===== src/rtl/core_pkg.sv =====
// Shared core definitions: fetch FSM state encoding and next-PC mux select codes.
package core_pkg;

   typedef enum logic [1:0] {
      START = 2'b00,
      FETCH = 2'b01,
      VALID = 2'b10,
      DRAIN = 2'b11
   } fetch_state_t;

   localparam logic [1:0] NPC_SEQ    = 2'b00;
   localparam logic [1:0] NPC_BRANCH = 2'b01;
   localparam logic [1:0] NPC_JUMP   = 2'b10;
   localparam logic [1:0] NPC_TRAP   = 2'b11;

endpackage


===== src/rtl/mux4_v1.sv =====
// Generic 4-input combinational multiplexer, used for next-PC selection.
module mux4_v1 #(
   parameter int width = 32
) (
   input  logic [width-1:0] d0,
   input  logic [width-1:0] d1,
   input  logic [width-1:0] d2,
   input  logic [width-1:0] d3,
   input  logic [1:0]       sel,
   output logic [width-1:0] y
);

   always_comb begin
      y = d0;
      case (sel)
         2'b00:   y = d0;
         2'b01:   y = d1;
         2'b10:   y = d2;
         2'b11:   y = d3;
         default: y = d0;
      endcase
   end

endmodule


===== src/rtl/fetch_unit_v1.sv =====
// Instruction fetch stage: PC register, single-outstanding imem request,
// one-entry instruction buffer towards decode, redirect handling.
module fetch_unit_v1
   import core_pkg::*;
#(
   parameter int               width        = 32,
   parameter logic [width-1:0] reset_vector = '0,
   parameter logic [width-1:0] trap_vector  = width'(32'h0000_0100)
) (
   input  logic             clk,
   input  logic             rst,
   output logic             imem_req,
   output logic [width-1:0] imem_addr,
   input  logic [width-1:0] imem_rdata,
   input  logic             imem_ack,
   output logic             fetch_valid,
   output logic [width-1:0] fetch_pc,
   output logic [width-1:0] fetch_instr,
   input  logic             decode_ready,
   input  logic             redirect_valid,
   input  logic [1:0]       redirect_sel,
   input  logic [width-1:0] branch_target,
   input  logic [width-1:0] jump_target
);

   fetch_state_t     state_reg, state_next;
   logic [width-1:0] pc_reg, pc_next;
   logic [width-1:0] addr_reg, addr_next;
   logic [width-1:0] fpc_reg, fpc_next;
   logic [width-1:0] finstr_reg, finstr_next;

   logic [1:0]       npc_sel;
   logic [width-1:0] npc_raw;
   logic [width-1:0] npc;

   assign npc_sel = redirect_valid ? redirect_sel : NPC_SEQ;

   mux4_v1 #(
      .width(width)
   ) u_npc_mux (
      .d0  (pc_reg + width'(4)),
      .d1  (branch_target),
      .d2  (jump_target),
      .d3  (trap_vector),
      .sel (npc_sel),
      .y   (npc_raw)
   );

   // Instruction addresses are always word aligned.
   assign npc = {npc_raw[width-1:2], 2'b00};

   always_ff @(posedge clk) begin
      if (rst) begin
         state_reg  <= START;
         pc_reg     <= reset_vector;
         addr_reg   <= reset_vector;
         fpc_reg    <= '0;
         finstr_reg <= '0;
      end else begin
         state_reg  <= state_next;
         pc_reg     <= pc_next;
         addr_reg   <= addr_next;
         fpc_reg    <= fpc_next;
         finstr_reg <= finstr_next;
      end
   end

   always_comb begin
      state_next  = state_reg;
      pc_next     = pc_reg;
      addr_next   = addr_reg;
      fpc_next    = fpc_reg;
      finstr_next = finstr_reg;
      case (state_reg)
         START: begin
            addr_next  = pc_reg;
            state_next = FETCH;
         end
         FETCH: begin
            if (redirect_valid) begin
               pc_next = npc;
               if (imem_ack) begin
                  addr_next  = npc;
                  state_next = FETCH;
               end else begin
                  state_next = DRAIN;
               end
            end else if (imem_ack) begin
               finstr_next = imem_rdata;
               fpc_next    = addr_reg;
               state_next  = VALID;
            end
         end
         VALID: begin
            // With no redirect the mux selects pc+4, so accept and redirect share a path.
            if (redirect_valid || decode_ready) begin
               pc_next    = npc;
               addr_next  = npc;
               state_next = FETCH;
            end
         end
         DRAIN: begin
            if (redirect_valid) begin
               pc_next = npc;
            end
            if (imem_ack) begin
               addr_next  = redirect_valid ? npc : pc_reg;
               state_next = FETCH;
            end
         end
         default: state_next = START;
      endcase
   end

   assign imem_req    = (state_reg == FETCH) || (state_reg == DRAIN);
   assign imem_addr   = addr_reg;
   assign fetch_valid = (state_reg == VALID);
   assign fetch_pc    = fpc_reg;
   assign fetch_instr = finstr_reg;

endmodule


===== config.mk =====
export PLATFORM = sky130hd
export DESIGN_NAME = fetch_unit_v1
export DESIGN_NICKNAME = d
export VERILOG_FILES = /design/src/rtl/core_pkg.sv /design/src/rtl/mux4_v1.sv /design/src/rtl/fetch_unit_v1.sv
export SDC_FILE = /design/constraint.sdc
export NUM_CORES = 1
export LEC_CHECK = 0
export ABC_AREA = 0
export ABC_CLOCK_PERIOD_IN_PS = 6800
export CORE_UTILIZATION = 52
export CTS_CLUSTER_SIZE = 25
export DETAILED_ROUTE_END_ITERATION = 7
export PLACE_DENSITY = 0.82
export SLEW_MARGIN = 20
export SYNTH_ARGS = -nofsm -noshare
export SYNTH_HDL_FRONTEND = slang
export SYNTH_SLANG_ARGS = --single-unit

===== constraint.sdc =====
create_clock -name clk -period 6.8 [get_ports clk]
set_input_delay 0.68 -clock clk [delete_from_list [all_inputs] [get_ports clk]]
set_output_delay 0.68 -clock clk [all_outputs]
set_load 0.1 [all_outputs]

==> results of run 1 <==
layer usage:
layer | wire length (um) | track usage [%]
met3 | 2770 | 9.43
met1 | 9510 | 42.7
met2 | 10200 | 49.8
met4 | 710 | 15.7
met5 | 0 | 0
per-stage QoR:
stage	power, uW	cell area (sq um)	setup slack (ns)
finish	2390	9670	3.28
global route	2470	9670	3.01
CTS	2380	9670	3.45
detailed placement	1490	9090	3.04
global placement	1490	9090	3.07
floorplan	1300	7140	4.13
worst max-delay path: cells and delay by family:
family                 cells  cell delay [ns]
AOI/OAI and AO/OA          4             0.76
buffers and inverters      3             1.49
and+or+nand+nor            1             0.89
cell type report:
class | instances | area, sq um | area share, %
inverters | 26 | 97.6 | 1.01
repair buffers | 207 | 2040 | 21.1
clock buffers | 19 | 443 | 4.58
flip-flops and latches | 130 | 2600 | 26.9
well taps | 176 | 220 | 2.28
multi-input cells | 763 | 4130 | 42.7
clock inverters | 13 | 134 | 1.38
worst max path at each step:
stage / from / end / slack [ns] / depth (start not counted)
floorplan: state_reg[0]$_SDFFE_PP0P_ / imem_addr[30]$_SDFFE_PP0P_ / 4.13 / 8
global placement: redirect_valid / imem_addr[8]$_SDFFE_PP0P_ / 3.07 / 8
detailed placement: redirect_valid / imem_addr[8]$_SDFFE_PP0P_ / 3.04 / 8
CTS: state_reg[1]$_SDFFE_PP0P_ / imem_req / 3.45 / 5
global route: redirect_valid / imem_addr[8]$_SDFFE_PP0P_ / 3.01 / 8
finish: redirect_valid / imem_addr[8]$_SDFFE_PP0P_ / 3.28 / 8
cell families (layout without fill, tap and decap cells):
group | after synthesis | after routing | synth area share [%]
simple gates | 431 | 431 | 27.6
compound gates | 310 | 310 | 26.6
flops | 130 | 130 | 36.4
buf+inv | 114 | 265 | 6.22
xor+xnor | 9 | 9 | 1.10
mux | 8 | 8 | 1.14
fa+ha+maj | 5 | 5 | 0.876
synthesized netlist by cell type (5+ instances only):
cell type | count | area share, %
a221oi_1 | 6 | 0.74
a31oi_1 | 6 | 0.53
mux2i_1 | 7 | 0.98
buf_2 | 6 | 0.42
ha_1 | 5 | 0.88
a21oi_1 | 139 | 9.7
nor3b_1 | 5 | 0.53
nor4_1 | 10 | 0.88
a22oi_1 | 12 | 1.3
and2_1 | 5 | 0.44
o22ai_1 | 7 | 0.61
nand4_1 | 12 | 1.1
clkbuf_1 | 75 | 3.9
nor2b_1 | 5 | 0.44
and3_1 | 15 | 1.3
buf_1 | 5 | 0.26
inv_1 | 25 | 1.3
nand2b_1 | 10 | 0.88
nor2_1 | 78 | 4.1
dfxtp_1 | 130 | 36
a2111oi_0 | 5 | 0.61
o21ai_0 | 65 | 4.6
xnor2_1 | 6 | 0.74
or3_1 | 5 | 0.44
a311oi_1 | 6 | 0.74
o32ai_1 | 5 | 0.61
nand3_1 | 32 | 2.2
nor3_1 | 26 | 1.8
a21boi_0 | 5 | 0.53
a211oi_1 | 11 | 1.2
nand2_1 | 208 | 11
power by group:
part / total (uW) / internal, uW / switching [uW] / leakage (uW)
combinational: 635 / 191 / 444 / 0.00205
clock: 893 / 548 / 346 / 0.000291
sequential: 857 / 805 / 51.7 / 0.00106
==> out/metrics.csv, run 1 <==
metric,value,unit
status,"finished, final reports clean",
crit-path max FO,54,
RSZ-0062 raised after global routing,no,
crit path DAT,3.86,ns
port bufs,196,
final non-filler cell total,1334,
Post-Route Skew,0.00972,ns
WHS,0.451,ns
placed insts,1302,
Rows,42,
number of H-tree levels,4,
GRT overflow,0,
peak ir drop on the vdd network,0.162,mV
CORE AREA,0.0133,sq mm
Inserted Clock Buffers,17,
Die Span Y,119,um
# IOs,201,
"commonest non-fill, non-tap cell in the layout",nand2_1,
total number of vias,7999,
CTS Hold Buffers Added,0,
Residual DRC,0,
PD cells,247,mW/mm^2
First-pass DRT Iterations,6,
Setup TNS Final,0,ns
Cells after Synth,1007,
Period minus WS final,3.52,ns
most frequent cells in the layout,"nand2_1 (208), clkdlybuf4s50_1 (195), a21oi_1 (139)",
antenna violations before repair,0,
crit-path cells,clkdlybuf4s50_1 -> buf_4 -> inv_1 -> nor2_1 -> o21ai_0 -> a21boi_0 -> a21oi_1 -> o31ai_1,
routability-driven placement congestion ratio,0.961,
post-CTS sizing,0,
Post-DP HPWL,15.4,mm
RR Endpoint,pc_reg[29]$_SDFFE_PP0P_,
Setup-failing EPs final,0,
Final #Nets,1253,
ys async rst share,0,%
"Top FF cell, synth",dfxtp_1,
ant diodes,0,
fin util,72.7,%
hold endpoint,fetch_pc[27]$_SDFFE_PP0P_,
clock latency on the worst-skew pair,0.43,ns
Iter 0 DRT Violations,971,
die area,0.0142,sq mm
post-synth cell types,72,
via/cell ratio,6.00,
"Reg clk slew, reported paths",0.06,ns
leak pwr,0.00339,uW
CTS sink count,130,
mapped cell area,0.00714,sq mm
Hold Crit Start,fetch_pc[27]$_SDFFE_PP0P_,
Worst EP required,7.14,ns
kind of critical path,primary input to flip-flop,
period utilization,51.8,%
"Seq/Total Area, Yosys",36.4,%
"wirelength, routed",23.2,mm
pins over their slew limit,0,
FF-to-FF setup slack,3.66,ns
Max-slew headroom,13.8,%
CTS root buf,clkbuf_16,
Synth Net Count,1115,
Initial Util,53.7,%
fmax,0.284,GHz
Routed Antenna Nets,0,
max-cap violations,0,
Die W,119,um
Min-Delay Path Class,flip-flop to flip-flop,
first-pass GRT wire length,37.1,mm
postcts setup bufs,0,
Yosys warnings,0,
CP max stage cell,nor2_1,
Worst path max stage delay,0.89,ns
Seq cells post-synth,130,
Setup crit end kind,flip-flop,
Avg Inst Size Synth,7.09,sq um
Layout Area Growth over Synthesis,35.4,%
Least-Margin Pin Slew,1.28,ns
crit start category,primary input,
TritonCTS clock tree,built,
Filler Cell Count,1090,
vias in the first global route,7195,
FF-to-FF Start,pc_reg[5]$_SDFFE_PP0P_,
hold depth,2,
Clock Tree Buf Depth,2,
R2R depth,6,
gr usage total,32.8,%
Post-synth EDFFs,0,
Routed WL per cell,17.4,um
final hold viol count,0,
fraction of layout cells with a size suffix above 1,5.70,%
largest net degree at the start of global routing,90,
Note: power is estimated with default switching activity, not from simulation.
==> inputs of run 2 (changes only) <==
--- a/config.mk
+++ b/config.mk
@@ -6,11 +6,11 @@
 export NUM_CORES = 1
 export LEC_CHECK = 0
 export ABC_AREA = 0
-export ABC_CLOCK_PERIOD_IN_PS = 6800
-export CORE_UTILIZATION = 52
+export ABC_CLOCK_PERIOD_IN_PS = 3100
+export CORE_UTILIZATION = 44
 export CTS_CLUSTER_SIZE = 25
 export DETAILED_ROUTE_END_ITERATION = 7
-export PLACE_DENSITY = 0.82
+export PLACE_DENSITY = 0.73
 export SLEW_MARGIN = 20
 export SYNTH_ARGS = -nofsm -noshare
 export SYNTH_HDL_FRONTEND = slang
==> constraint.sdc (replaced) <==
create_clock -name clk -period 3.1 [get_ports clk]
set_input_delay 0.31 -clock clk [delete_from_list [all_inputs] [get_ports clk]]
set_output_delay 0.31 -clock clk [all_outputs]
set_load 0.1 [all_outputs]
==> run 2 against run 1 <==
Against the previous run:
- clock-buffer cell count rose by 1
- sequential share of layout area fell by 0.67 points
- global-route usage fell by 4.4 points
- die area rose by 18%
- sequential cell count did not move
- first-iteration DRC count fell by 15%
- critical path depth fell by 1
- total power rose by 130%
- setup slack got worse by 2.8 ns
- clock power rose by 140%
- clock skew barely moved
- final cell count rose by 5.0%
- largest cell class unchanged
==> out/metrics.csv, run 2 (synthesis gave the netlist of run 1 again) <==
metric,value,unit
Residual DRC,0,
crit-path cells,ha_1 -> nand2_1 -> or4_4 -> nor4_4 -> nand3_1 -> and4_1 -> or3_1,
Least-Margin Pin Slew,1.01,ns
Comb pwr share,26.5,%
Min-Delay Path Class,primary input to flip-flop,
FF-to-FF Start,pc_reg[2]$_SDFFE_PP0P_,
Layout Area Growth over Synthesis,38.9,%
peak ir drop on the vdd network,0.460,mV
net switching fraction of the power,34.6,%
RSZ-0062 raised after global routing,no,
Worst EP required,3.40,ns
"wirelength, routed",23.9,mm
TritonCTS clock tree,built,
crit start category,flip-flop,
gr usage total,28.4,%
via/cell ratio,5.70,
largest net degree at the start of global routing,76,
Setup crit end kind,flip-flop,
crit path DAT,2.90,ns
vias in the first global route,7019,
"commonest non-fill, non-tap cell in the layout",nand2_1,
port bufs,196,
fmax,0.385,GHz
die area,0.0167,sq mm
routability-driven placement congestion ratio,0.955,
internal power,3550,uW
fin util,62.4,%
clock power share,38.9,%
Setup TNS Final,0,ns
first-pass GRT wire length,37.0,mm
crit-path max FO,8,
postcts setup bufs,0,
Iter 0 DRT Violations,828,
Die Span Y,129,um
status,"finished, final reports clean",
Routed Antenna Nets,0,
Post-Route Skew,0.00958,ns
# IOs,201,
antenna violations before repair,0,
PD cells,547,mW/mm^2
Max-slew headroom,32.3,%
Period minus WS final,2.60,ns
final hold viol count,0,
fraction of layout cells with a size suffix above 1,10.9,%
Setup-failing EPs final,0,
First-pass DRT Iterations,5,
Rows,46,
Routed WL per cell,17.1,um
"Reg clk slew, reported paths",0.06,ns
R2R depth,7,
post-CTS sizing,0,
P_sw,1880,uW
max-cap violations,0,
kind of critical path,flip-flop to flip-flop,
period utilization,83.7,%
CP max stage cell,or4_4,
Post-DP HPWL,16.9,mm
Inserted Clock Buffers,17,
Worst path max stage delay,0.55,ns
pins over their slew limit,0,
CTS sink count,130,
CTS Hold Buffers Added,0,
Die W,129,um
number of H-tree levels,4,
leak pwr,0.00363,uW
CTS root buf,clkbuf_16,
sequential share of power,34.7,%
clock latency on the worst-skew pair,0.42,ns
RR Endpoint,imem_addr[30]$_SDFFE_PP0P_,
hold endpoint,imem_addr[10]$_SDFFE_PP0P_,
total number of vias,7979,
Final #Nets,1280,
CORE AREA,0.0159,sq mm
Hold Crit Start,rst,
Clock Tree Buf Depth,2,
ant diodes,0,
GRT overflow,0,
Initial Util,45.0,%
FF-to-FF setup slack,0.50,ns
Filler Cell Count,1491,
hold depth,4,
most frequent cells in the layout,"nand2_1 (208), clkdlybuf4s50_1 (159), a21oi_1 (139)",
[run 2: power by group through the flow]
stage	registers, uW	clock network, uW	logic, uW
2_1_floorplan	2280	0	561
3_3_place_gp	1910	0	1410
3_5_place_dp	1910	0	1420
4_1_cts	1880	2130	1430
5_1_grt	1890	2200	1520
6_report	1880	2110	1440
[run 2: final cells by class]
| class | count | area (sq um) | share of cell area, % |
|---|---|---|---|
| clock buffers | 20 | 467 | 4.71 |
| well taps | 216 | 270 | 2.73 |
| multi-input cells | 763 | 4130 | 41.6 |
| clock inverters | 12 | 153 | 1.54 |
| inverters | 26 | 97.6 | 0.984 |
| flip-flops and latches | 130 | 2600 | 26.2 |
| repair buffers | 234 | 2200 | 22.2 |
[run 2: routing by layer]
| metal | track usage (%) | wire length, um |
|---|---|---|
| met1 | 37.5 | 10200 |
| met2 | 44.0 | 10700 |
| met3 | 6.65 | 2370 |
| met4 | 12.9 | 671 |
| met5 | 0 | 0 |
[run 2: worst max path at each step]
| stage | startpoint | to | slack, ns | depth (start not counted) |
|---|---|---|---|---|
| global route | pc_reg[2]$_SDFFE_PP0P_ | imem_addr[30]$_SDFFE_PP0P_ | 0.37 | 7 |
| detailed placement | pc_reg[2]$_SDFFE_PP0P_ | imem_addr[30]$_SDFFE_PP0P_ | 0.56 | 7 |
| CTS | pc_reg[2]$_SDFFE_PP0P_ | imem_addr[30]$_SDFFE_PP0P_ | 0.54 | 7 |
| global placement | pc_reg[5]$_SDFFE_PP0P_ | imem_addr[31]$_SDFFE_PP0P_ | 0.59 | 5 |
| floorplan | state_reg[0]$_SDFFE_PP0P_ | imem_addr[30]$_SDFFE_PP0P_ | 0.43 | 8 |
| finish | pc_reg[2]$_SDFFE_PP0P_ | imem_addr[30]$_SDFFE_PP0P_ | 0.50 | 7 |
[run 2: through the flow]
| stage | setup slack [ns] | cells | instance area (sq um) | power, uW | hold slack (ns) |
|---|---|---|---|---|---|
| 3_3_place_gp | 0.586 | 1369 | 9300 | 3320 | 0.441 |
| 3_5_place_dp | 0.563 | 1369 | 9300 | 3330 | 0.446 |
| 2_1_floorplan | 0.434 | 1007 | 7140 | 2850 | 0.443 |
| 6_report | 0.505 | 1401 | 9920 | 5420 | 0.426 |
| 5_1_grt | 0.366 | 1401 | 9920 | 5610 | 0.431 |
| 4_1_cts | 0.540 | 1401 | 9920 | 5430 | 0.412 |
[run 2: worst max-delay path: cells and delay by family (launching register included)]
| kind | cells | cell delay, ns |
|---|---|---|
| fa+ha+maj | 1 | 0.27 |
| flops | 1 | 0.45 |
| simple gates | 6 | 1.75 |
